File: src/rtl/cpu_pkg.sv
// Shared definitions for the 5-stage MIPS core.
// Provides the datapath/register-address widths, the ALUOp encoding and the
// decoded-control bundle that travels down the pipeline as one unit.
package cpu_pkg;

  localparam int DATA_W     = 32;
  localparam int REG_ADDR_W = 5;

  // ALU operation class produced by the main decoder.
  typedef enum logic [1:0] {
    ALU_ADD   = 2'b00,  // address arithmetic for lw/sw
    ALU_SUB   = 2'b01,  // branch compare
    ALU_RTYPE = 2'b10,  // operation chosen by funct field
    ALU_IMM   = 2'b11   // immediate-class operation
  } alu_op_e;

  // Control bundle. A bubble is simply this struct set to all zeros.
  typedef struct packed {
    logic    reg_write;
    logic    mem_read;
    logic    mem_write;
    logic    mem_to_reg;
    logic    alu_src;
    alu_op_e alu_op;
  } ctrl_t;

endpackage

File: src/rtl/load_use_detect.sv
// Load-use hazard detector.
// Flags when the instruction in EX is a load whose destination is a register
// that the instruction in decode actually reads. A load into $0 never stalls.
// Ports:
//   ex_valid, ex_mem_read, ex_dest : the instruction currently held in EX
//   id_valid, id_rs, id_rt         : the instruction in decode
//   use_rs, use_rt                 : which source fields decode really reads
//   hz                             : hazard, one bubble is required
module load_use_detect
  import cpu_pkg::*;
(
  input  logic                  ex_valid,
  input  logic                  ex_mem_read,
  input  logic [REG_ADDR_W-1:0] ex_dest,
  input  logic                  id_valid,
  input  logic [REG_ADDR_W-1:0] id_rs,
  input  logic [REG_ADDR_W-1:0] id_rt,
  input  logic                  use_rs,
  input  logic                  use_rt,
  output logic                  hz
);

  logic rs_hit;
  logic rt_hit;

  assign rs_hit = use_rs && (id_rs == ex_dest);
  assign rt_hit = use_rt && (id_rt == ex_dest);

  assign hz = ex_valid && ex_mem_read && (ex_dest != '0) && id_valid &&
              (rs_hit || rt_hit);

endmodule

File: src/rtl/id_ex_stage.sv
// ID/EX pipeline register.
// Captures operands, immediate and decoded control for one instruction per
// cycle, resolves the destination register, inserts a single bubble on a
// load-use hazard (stalling PC and IF/ID), honours a downstream hold and a
// branch/jump flush, and counts inserted bubbles with a saturating counter.
// Ports:
//   clk_i, rst_i                      : clock, async active-high reset
//   valid_i, *addr_i, use_r*_i        : decode instruction and its source usage
//   RSdata_i, RTdata_i, imm_i         : operands from register file / extender
//   RegWrite_i..RegDst_i, ALUOp_i     : decoded control
//   flush_i, stall_i                  : kill decode instruction / downstream hold
//   stall_o                           : hold PC and IF/ID this cycle
//   valid_o, *_o                      : registered EX-stage instruction
//   bubble_cnt_o                      : load-use bubbles inserted (saturating)
module id_ex_stage
  import cpu_pkg::*;
#(
  parameter int DATA_W = cpu_pkg::DATA_W,
  parameter int CNT_W  = 16
) (
  input  logic                  clk_i,
  input  logic                  rst_i,
  input  logic                  valid_i,
  input  logic [REG_ADDR_W-1:0] RSaddr_i,
  input  logic [REG_ADDR_W-1:0] RTaddr_i,
  input  logic [REG_ADDR_W-1:0] RDaddr_i,
  input  logic                  use_rs_i,
  input  logic                  use_rt_i,
  input  logic [DATA_W-1:0]     RSdata_i,
  input  logic [DATA_W-1:0]     RTdata_i,
  input  logic [DATA_W-1:0]     imm_i,
  input  logic                  RegWrite_i,
  input  logic                  MemRead_i,
  input  logic                  MemWrite_i,
  input  logic                  MemtoReg_i,
  input  logic                  ALUSrc_i,
  input  logic                  RegDst_i,
  input  logic [1:0]            ALUOp_i,
  input  logic                  flush_i,
  input  logic                  stall_i,
  output logic                  stall_o,
  output logic                  valid_o,
  output logic [REG_ADDR_W-1:0] RSaddr_o,
  output logic [REG_ADDR_W-1:0] RTaddr_o,
  output logic [REG_ADDR_W-1:0] dest_o,
  output logic [DATA_W-1:0]     RSdata_o,
  output logic [DATA_W-1:0]     RTdata_o,
  output logic [DATA_W-1:0]     imm_o,
  output logic                  RegWrite_o,
  output logic                  MemRead_o,
  output logic                  MemWrite_o,
  output logic                  MemtoReg_o,
  output logic                  ALUSrc_o,
  output logic [1:0]            ALUOp_o,
  output logic [CNT_W-1:0]      bubble_cnt_o
);

  logic                  valid_q;
  logic [REG_ADDR_W-1:0] rs_addr_q;
  logic [REG_ADDR_W-1:0] rt_addr_q;
  logic [REG_ADDR_W-1:0] dest_q;
  logic [DATA_W-1:0]     rs_data_q;
  logic [DATA_W-1:0]     rt_data_q;
  logic [DATA_W-1:0]     imm_q;
  ctrl_t                 ctrl_q;
  logic [CNT_W-1:0]      bubble_cnt_q;

  ctrl_t                 in_ctrl;
  logic [REG_ADDR_W-1:0] in_dest;
  logic                  hz;

  load_use_detect u_load_use_detect (
    .ex_valid    (valid_q),
    .ex_mem_read (ctrl_q.mem_read),
    .ex_dest     (dest_q),
    .id_valid    (valid_i),
    .id_rs       (RSaddr_i),
    .id_rt       (RTaddr_i),
    .use_rs      (use_rs_i),
    .use_rt      (use_rt_i),
    .hz          (hz)
  );

  // A flush kills the consumer, so there is no point holding IF/ID for it.
  assign stall_o = stall_i || (hz && !flush_i);

  assign in_dest = RegDst_i ? RDaddr_i : RTaddr_i;

  // NOTE: every signal written in an always_comb gets a default first, so no
  // path leaves it unassigned and no latch is inferred.
  always_comb begin
    in_ctrl = '0;
    if (valid_i) begin
      in_ctrl.reg_write  = RegWrite_i;
      in_ctrl.mem_read   = MemRead_i;
      in_ctrl.mem_write  = MemWrite_i;
      in_ctrl.mem_to_reg = MemtoReg_i;
      in_ctrl.alu_src    = ALUSrc_i;
      in_ctrl.alu_op     = alu_op_e'(ALUOp_i);
    end
  end

  // NOTE: state registers use non-blocking assignments so every flop samples
  // the pre-edge values regardless of statement order.
  always_ff @(posedge clk_i or posedge rst_i) begin
    if (rst_i) begin
      valid_q      <= 1'b0;
      rs_addr_q    <= '0;
      rt_addr_q    <= '0;
      dest_q       <= '0;
      rs_data_q    <= '0;
      rt_data_q    <= '0;
      imm_q        <= '0;
      ctrl_q       <= '0;
      bubble_cnt_q <= '0;
    end else if (flush_i || (!stall_i && hz)) begin
      // Bubble: the whole control bundle and destination go to zero at once.
      valid_q   <= 1'b0;
      rs_addr_q <= '0;
      rt_addr_q <= '0;
      dest_q    <= '0;
      rs_data_q <= '0;
      rt_data_q <= '0;
      imm_q     <= '0;
      ctrl_q    <= '0;
      // Only hazard bubbles are counted; flush bubbles are branch cost.
      if (!flush_i && (bubble_cnt_q != '1)) begin
        bubble_cnt_q <= bubble_cnt_q + CNT_W'(1);
      end
    end else if (!stall_i) begin
      valid_q   <= valid_i;
      rs_addr_q <= RSaddr_i;
      rt_addr_q <= RTaddr_i;
      dest_q    <= in_dest;
      rs_data_q <= RSdata_i;
      rt_data_q <= RTdata_i;
      imm_q     <= imm_i;
      ctrl_q    <= in_ctrl;
    end
  end

  assign valid_o      = valid_q;
  assign RSaddr_o     = rs_addr_q;
  assign RTaddr_o     = rt_addr_q;
  assign dest_o       = dest_q;
  assign RSdata_o     = rs_data_q;
  assign RTdata_o     = rt_data_q;
  assign imm_o        = imm_q;
  assign RegWrite_o   = ctrl_q.reg_write;
  assign MemRead_o    = ctrl_q.mem_read;
  assign MemWrite_o   = ctrl_q.mem_write;
  assign MemtoReg_o   = ctrl_q.mem_to_reg;
  assign ALUSrc_o     = ctrl_q.alu_src;
  assign ALUOp_o      = ctrl_q.alu_op;
  assign bubble_cnt_o = bubble_cnt_q;

endmodule
File: config.mk
export PLATFORM = sky130hd
export DESIGN_NAME = id_ex_stage
export DESIGN_NICKNAME = d
export VERILOG_FILES = /design/src/rtl/cpu_pkg.sv /design/src/rtl/load_use_detect.sv /design/src/rtl/id_ex_stage.sv
export SDC_FILE = /design/constraint.sdc
export NUM_CORES = 1
export LEC_CHECK = 0
export BUFFER_PORTS_ARGS = -buffer_cell sky130_fd_sc_hd__buf_2
export CAP_MARGIN = 20
export CORE_MARGIN = 4
export CORE_UTILIZATION = 49
export CTS_CLUSTER_DIAMETER = 60
export DETAILED_ROUTE_END_ITERATION = 16
export GPL_ROUTABILITY_DRIVEN = 1
export GPL_TIMING_DRIVEN = 0
export PLACE_DENSITY_LB_ADDON = 0.12
export SLEW_MARGIN = 20
export SYNTH_ARGS = -nofsm -noshare
export SYNTH_HDL_FRONTEND = slang
export SYNTH_SLANG_ARGS = --single-unit
File: constraint.sdc
create_clock -name clk_i -period 6.1 [get_ports clk_i]
set_clock_uncertainty 0.15 [all_clocks]
set_input_delay 0.61 -clock clk_i [delete_from_list [all_inputs] [get_ports clk_i]]
set_output_delay 0.61 -clock clk_i [all_outputs]
set_load 0.01 [all_outputs]
# After elaboration in Yosys (flattened, before gate mapping)
# Index checks and enable logic that the tools add are counted.
totals:
  ramBits: 0
  reg_bits: 135
  inputBits: 126
  n_memories: 0
  romBits: 0
  latchBits: 0
  word_cells: 53
op_classes:
  n_eq_ne: 4
  add_sub_neg: 1
  n_div: 0
  shifts: 0
  mul: 0
  n_lt_le_gt_ge: 0
  reduce_logical: 16
  muxes: 18
  n_bitwise: 0
op_table:
  columns: ["operator", "count"]
  rows:
  - ["$mux W32", 6]
  - ["$mux W5", 7]
  - ["$mux W7", 3]
  - ["$add A16 B1 Y16 const B", 1]
  - ["$ne A16 B16 Y1 const B", 1]
  - ["$eq A5 B5 Y1", 2]
  - ["$logic_and A1 B1 Y1", 9]
  - ["$reduce_bool A5 Y1", 1]
  - ["$logic_or A1 B1 Y1", 3]
  - ["$logic_not A1 Y1", 2]
  - ["$mux W1", 2]
  - ["$ne A2 B1 Y1 const B", 1]
  - ["$reduce_and A2 Y1", 1]

# Logic depth before layout (Yosys ltp)
depth:
  depth_word: 7
  depth_mapped: 9

# Modules after synthesis
# A second synthesis with hierarchy kept.
unflattened:
  hier_cells: 501
  area_unflattened_um2: 5728.0
modules_own_cells:
  columns: ["mod", "cells_each", "n_inst", "area_each_um2", "seq_area_each_um2"]
  rows:
  - ["id_ex_stage", 484, 1, 5596.6, 3378.2]
  - ["load_use_detect", 17, 1, 131.4, 0.0]

# Worst setup path after synthesis
# Ideal clock, no wire load.
synth_timing:
  path_kind: "input-to-output"
  from: "in RSaddr_i[1]"
  to: "out stall_o"
  slack_ps: 3808
  path_buffers: 1
  arrival_ps: 1532
  stages: 6
  path_cell_list: "xnor2_1 -> nand4_1 -> o22ai_2 -> nand2_2 -> clkbuf_1 -> o21bai_1"
synth_between:
  elab_chain_len: 6
synth_rtl:
  columns: ["item", "line", "rtl"]
  rows:
  - ["start, declared", "id_ex_stage.sv:24", "input logic [REG_ADDR_W-1:0] RSaddr_i,"]
  - ["$eq A5 B5 Y1", "load_use_detect.sv:26", "assign rs_hit = use_rs && (id_rs == ex_dest);"]
  - ["$logic_and A1 B1 Y1", "load_use_detect.sv:26", null]
  - ["$logic_or A1 B1 Y1", "load_use_detect.sv:30", "(rs_hit || rt_hit);"]
  - ["$logic_and A1 B1 Y1", "load_use_detect.sv:29", "assign hz = ex_valid && ex_mem_read && (ex_dest != '0) && id_valid &&"]
  - ["$logic_and A1 B1 Y1", "id_ex_stage.sv:85", "assign stall_o = stall_i || (hz && !flush_i);"]
  - ["$logic_or A1 B1 Y1", "id_ex_stage.sv:85", null]
  - ["end, declared", "id_ex_stage.sv:41", "output logic stall_o,"]
# Every way passes these cells.

# Worst setup path in the final report
layout_timing:
  from: "reg dest_q[4], in the netlist dest_o[4]"
  to: "out stall_o"
layout_between:
  elab_chain_len: 6
  elab_cells_between_ends: 11
  cone_classes: "eq/ne: 2; reduce/logical: 9"
layout_rtl:
  columns: ["item", "line", "rtl"]
  rows:
  - ["start, declared", "id_ex_stage.sv:61", "logic [REG_ADDR_W-1:0] dest_q;"]
  - ["start signal, assigned", "id_ex_stage.sv:134", "dest_q <= in_dest;"]
  - ["$eq A5 B5 Y1, or another cell as far along", "load_use_detect.sv:26", null]
  - ["$logic_and A1 B1 Y1 (on tied branches)", "load_use_detect.sv:26, load_use_detect.sv:27, load_use_detect.sv:29", null]
  - ["$logic_or A1 B1 Y1 / $logic_and A1 B1 Y1 (equally long branches)", "load_use_detect.sv:30, load_use_detect.sv:29", null]
  - ["$logic_and A1 B1 Y1 (*)", "load_use_detect.sv:29", null]
  - ["$logic_and A1 B1 Y1 (*)", "id_ex_stage.sv:85", null]
  - ["$logic_or A1 B1 Y1 (*)", "id_ex_stage.sv:85", null]
# Every way passes the cells marked *; elsewhere a longest branch is shown, timed or not.

==> metrics.md <==
| Metric | Value |
|---|---|
| Post-Syn Nets | `513` |
| Worst hold path type | `primary input to register` |
| Gr ovfl total | `0` |
| Drt first-iter violations | `236` |
| Post-cts resize count | `0` |
| Xor and xnor area share after synthesis | `0.0420` |
| Final setup viols | `0` |
| Layout Area Growth over Synthesis | `40.3%` |
| Register area share after synthesis | `0.647` |
| Number of core rows | `37` |
| Starting Density | `0.503` |
| Final period util | `0.470` |
| DR vias | `4343` |
| Max FO, Critical Path | `10` |
| Number of global-route vias before repair | `4648` |
| RSZ-0062 raised after global routing | `no` |
| CP required | `5.34 ns` |
| Min Tclk post-route | `2.87 ns` |
| CP max stage cell | `dfrtp_1` |
| IO buf count | `260` |
| CP Cell Sequence | `xnor2_1 > nand4_1 > o22ai_2 > nand2_2 > clkbuf_1 > o21bai_1 > buf_2` |
| First-pass GRT wire length | `23800 um` |
| Largest family of logic cells by synthesized area | `compound AO/OA/AOI/OAI gates` |
| Maxcap violations | `0` |
| Root buffer cell | `clkbuf_8` |
| Synth Warn # | `0` |
| Fin. Hold Viols | `0` |
| Mapped Avg Cell Area | `13.5 sq um` |
| Layout cells sized above 1 | `0.464` |
| Share of the synthesized area in the top cell type | `0.647` |
| Largest net degree at the start of global routing | `82` |
| Largest area contributor in the netlist | `dfrtp_1` |
| Reg clk slew, reported paths | `0.06 ns` |
| Die X | `111 um` |
| Latest clock arrival within the worst-skew pair | `0.50 ns` |
| Diode count | `0` |
| Ports | `262` |
| Setup TNS | `0 ns` |
| Slew headroom | `0.688` |
| CP Class | `register to output pin` |
| Maximum clock insertion buffer count | `2` |
| CTS tree | `yes` |
| Post-synthesis simple-gate area fraction | `0.0631` |
| Adder-Cell Fraction of Synth Area | `0.00240` |
| Final wirelength | `15000 um` |
| FF+latch area | `0.00338 sq mm` |
| Hold slack | `0.175 ns` |
| Synth Cell Area | `0.00522 sq mm` |
| Multi-input logic area | `0.00168 sq mm` |
| Status | `finished clean` |
| P_leak | `4.02 nW` |
| Final Slew Violations | `0` |
| Most common cell in the synthesized netlist | `dfrtp_1` |
| Pwr per Cell Area | `302 mW/mm^2` |
| Synth Flop Type | `dfrtp_1` |
| Synth Area in Compound Gates | `0.201` |
| Core area | `0.0104 sq mm` |
| Gpl congestion | `0.819` |
| EDFF count, synth | `0` |
| Worst-margin pin slew | `0.469 ns` |
| Mux share of post-synthesis cell area | `0.0129` |
| Placed cells | `783` |
| Initial antenna violation count | `0` |
| Achievable Freq | `349 MHz` |
| CP Capture Type | `output pin` |
| Die ar. | `0.0124 sq mm` |
| DR DRC count | `0` |
| Hpwl dp | `11000 um` |
| Final-stage net count | `794` |
| Synth unique cells | `27` |
| Die Span Y | `111 um` |
| Top cells by area, synth | `dfrtp_1 (65%), a22o_1 (17%), xnor2_1 (2.4%)` |
| Commonest cells in the netlist | `dfrtp_1 (135), a22o_1 (102), nand2_1 (17)` |
| Final Non-Filler Cells | `815` |
| Total Routing Usage GR | `0.242` |
| Async SR Flop Fraction | `1.00` |
| Routed len/inst | `18.5 um` |
| Crit path DAT | `2.11 ns` |
| Register bit total from synthesis | `135` |
| CP Launch Type | `register` |
| DRT Pass-1 Iters | `4` |
| Synth Instances | `386` |
| H-Tree Depth | `4` |
| Antenna Nets Post-Route | `0` |
| CTS sink cnt | `135` |
| FILL cells | `783` |
| DR vias/cell | `5.33` |
| CTS Buf Count | `17` |
| CP max stage delay | `0.45 ns` |
| FF-to-FF setup slack | `3.64 ns` |
| Peak supply drop | `0.215 mV` |
## cells in the final DEF (no fill, tap or decap), types with 2 or more instances in the layout
cell type   instances
dfrtp_1           135
buf_2             271
nor3_1              9
a32o_1              7
clkinvlp_4          3
a21oi_1            11
inv_6               4
clkbuf_16          16
xnor2_1            14
nand3_1             7
mux2_2              6
nand2b_1            2
a22o_1            102
clkbuf_1           16
bufinv_16           3
nand3b_1           10
inv_1               2
clkinv_4            2
and3_1              5
nand4_1             4
nor2_1              6
xor2_1             11
nand2_1            17
buf_6               3
## worst max-delay path, delay by kind of cell (launching register included)
kind | cells | cell delay [ns]
flip-flops | 1 | 0.45
XOR/XNOR | 1 | 0.20
buffers and inverters | 2 | 0.37
AND/OR/NAND/NOR | 2 | 0.21
AO/OA/AOI/OAI | 2 | 0.39
## what timing repair did
item / in CTS / in global routing
buffers inserted: 0 / 0
hold buffers: 1 / 0
hold endpoints to repair: 54 / 0
## state kept, by name, indices dropped and copies added, names as in the netlist
signal / cells
MemRead_o: 1
dest_o: 5
imm_o: 32
ALUOp_o: 2
valid_o: 1
RTaddr_o: 5
RTdata_o: 32
RSaddr_o: 5
RegWrite_o: 1
MemtoReg_o: 1
ALUSrc_o: 1
bubble_cnt_o: 16
MemWrite_o: 1
RSdata_o: 32
## power breakdown
group | switching [W] | leakage, nW | internal, W
sequential | 0.0000275 | 1.80 | 0.000939
combinational | 0.000121 | 1.94 | 0.000109
clock | 0.000391 | 0.279 | 0.000626
## cell type report
cell class                      count  area share
Buffer                             30      0.0208
Clock buffer                       18      0.0571
Clock inverter                     13      0.0232
Inverter                            3     0.00256
Multi-Input combinational cell    218       0.229
Sequential cell                   135       0.461
Tap cell                          136      0.0232
Timing Repair Buffer              262       0.183
## layer usage
layer | GRT usage | vias to the layer above | wire (um)
li1 | - | 2001 | -
met1 | 0.291 | 2142 | 6040
met2 | 0.414 | 174 | 7690
met3 | 0.0693 | 26 | 1000
met4 | 0.0900 | 0 | 316
met5 | 0 | - | 0
## metrics by stage
stage               setup slack (ns)  total power, W   util  area [sq um]
CTS                             3.21         0.00223  0.706          7320
global route                    3.05         0.00229  0.706          7320
finish                          3.23         0.00221  0.706          7320
floorplan                       1.73         0.00109      -          5220
global placement               0.420         0.00120  0.645          6690
detailed placement              3.51         0.00121  0.648          6720
## kinds of logic after synthesis
kind of cell    count (synthesis)
compound gates                123
xor+xnor                       25
fa+ha+maj                       1
buf+inv                        33
flops                         135
mux                             6
simple gates                   63
## final timing paths
path / start / endpoint / depth (start not counted)
worst max-delay path: dest_o[4]$_DFFE_PP0P_ / stall_o / 7
worst min-delay path: imm_i[22] / imm_o[22]$_DFFE_PP0P_ / 2
worst max register to register: bubble_cnt_o[0]$_DFFE_PP0P_ / bubble_cnt_o[1]$_DFFE_PP0P_ / 7
worst min register to register: ALUOp_o[1]$_DFFE_PP0P_ / ALUOp_o[1]$_DFFE_PP0P_ / 1
max in group asynchronous: rst_i / RSdata_o[22]$_DFFE_PP0P_ / 4
min in group asynchronous: rst_i / RSaddr_o[3]$_DFFE_PP0P_ / 3
Power figures use the tool's default switching activity.
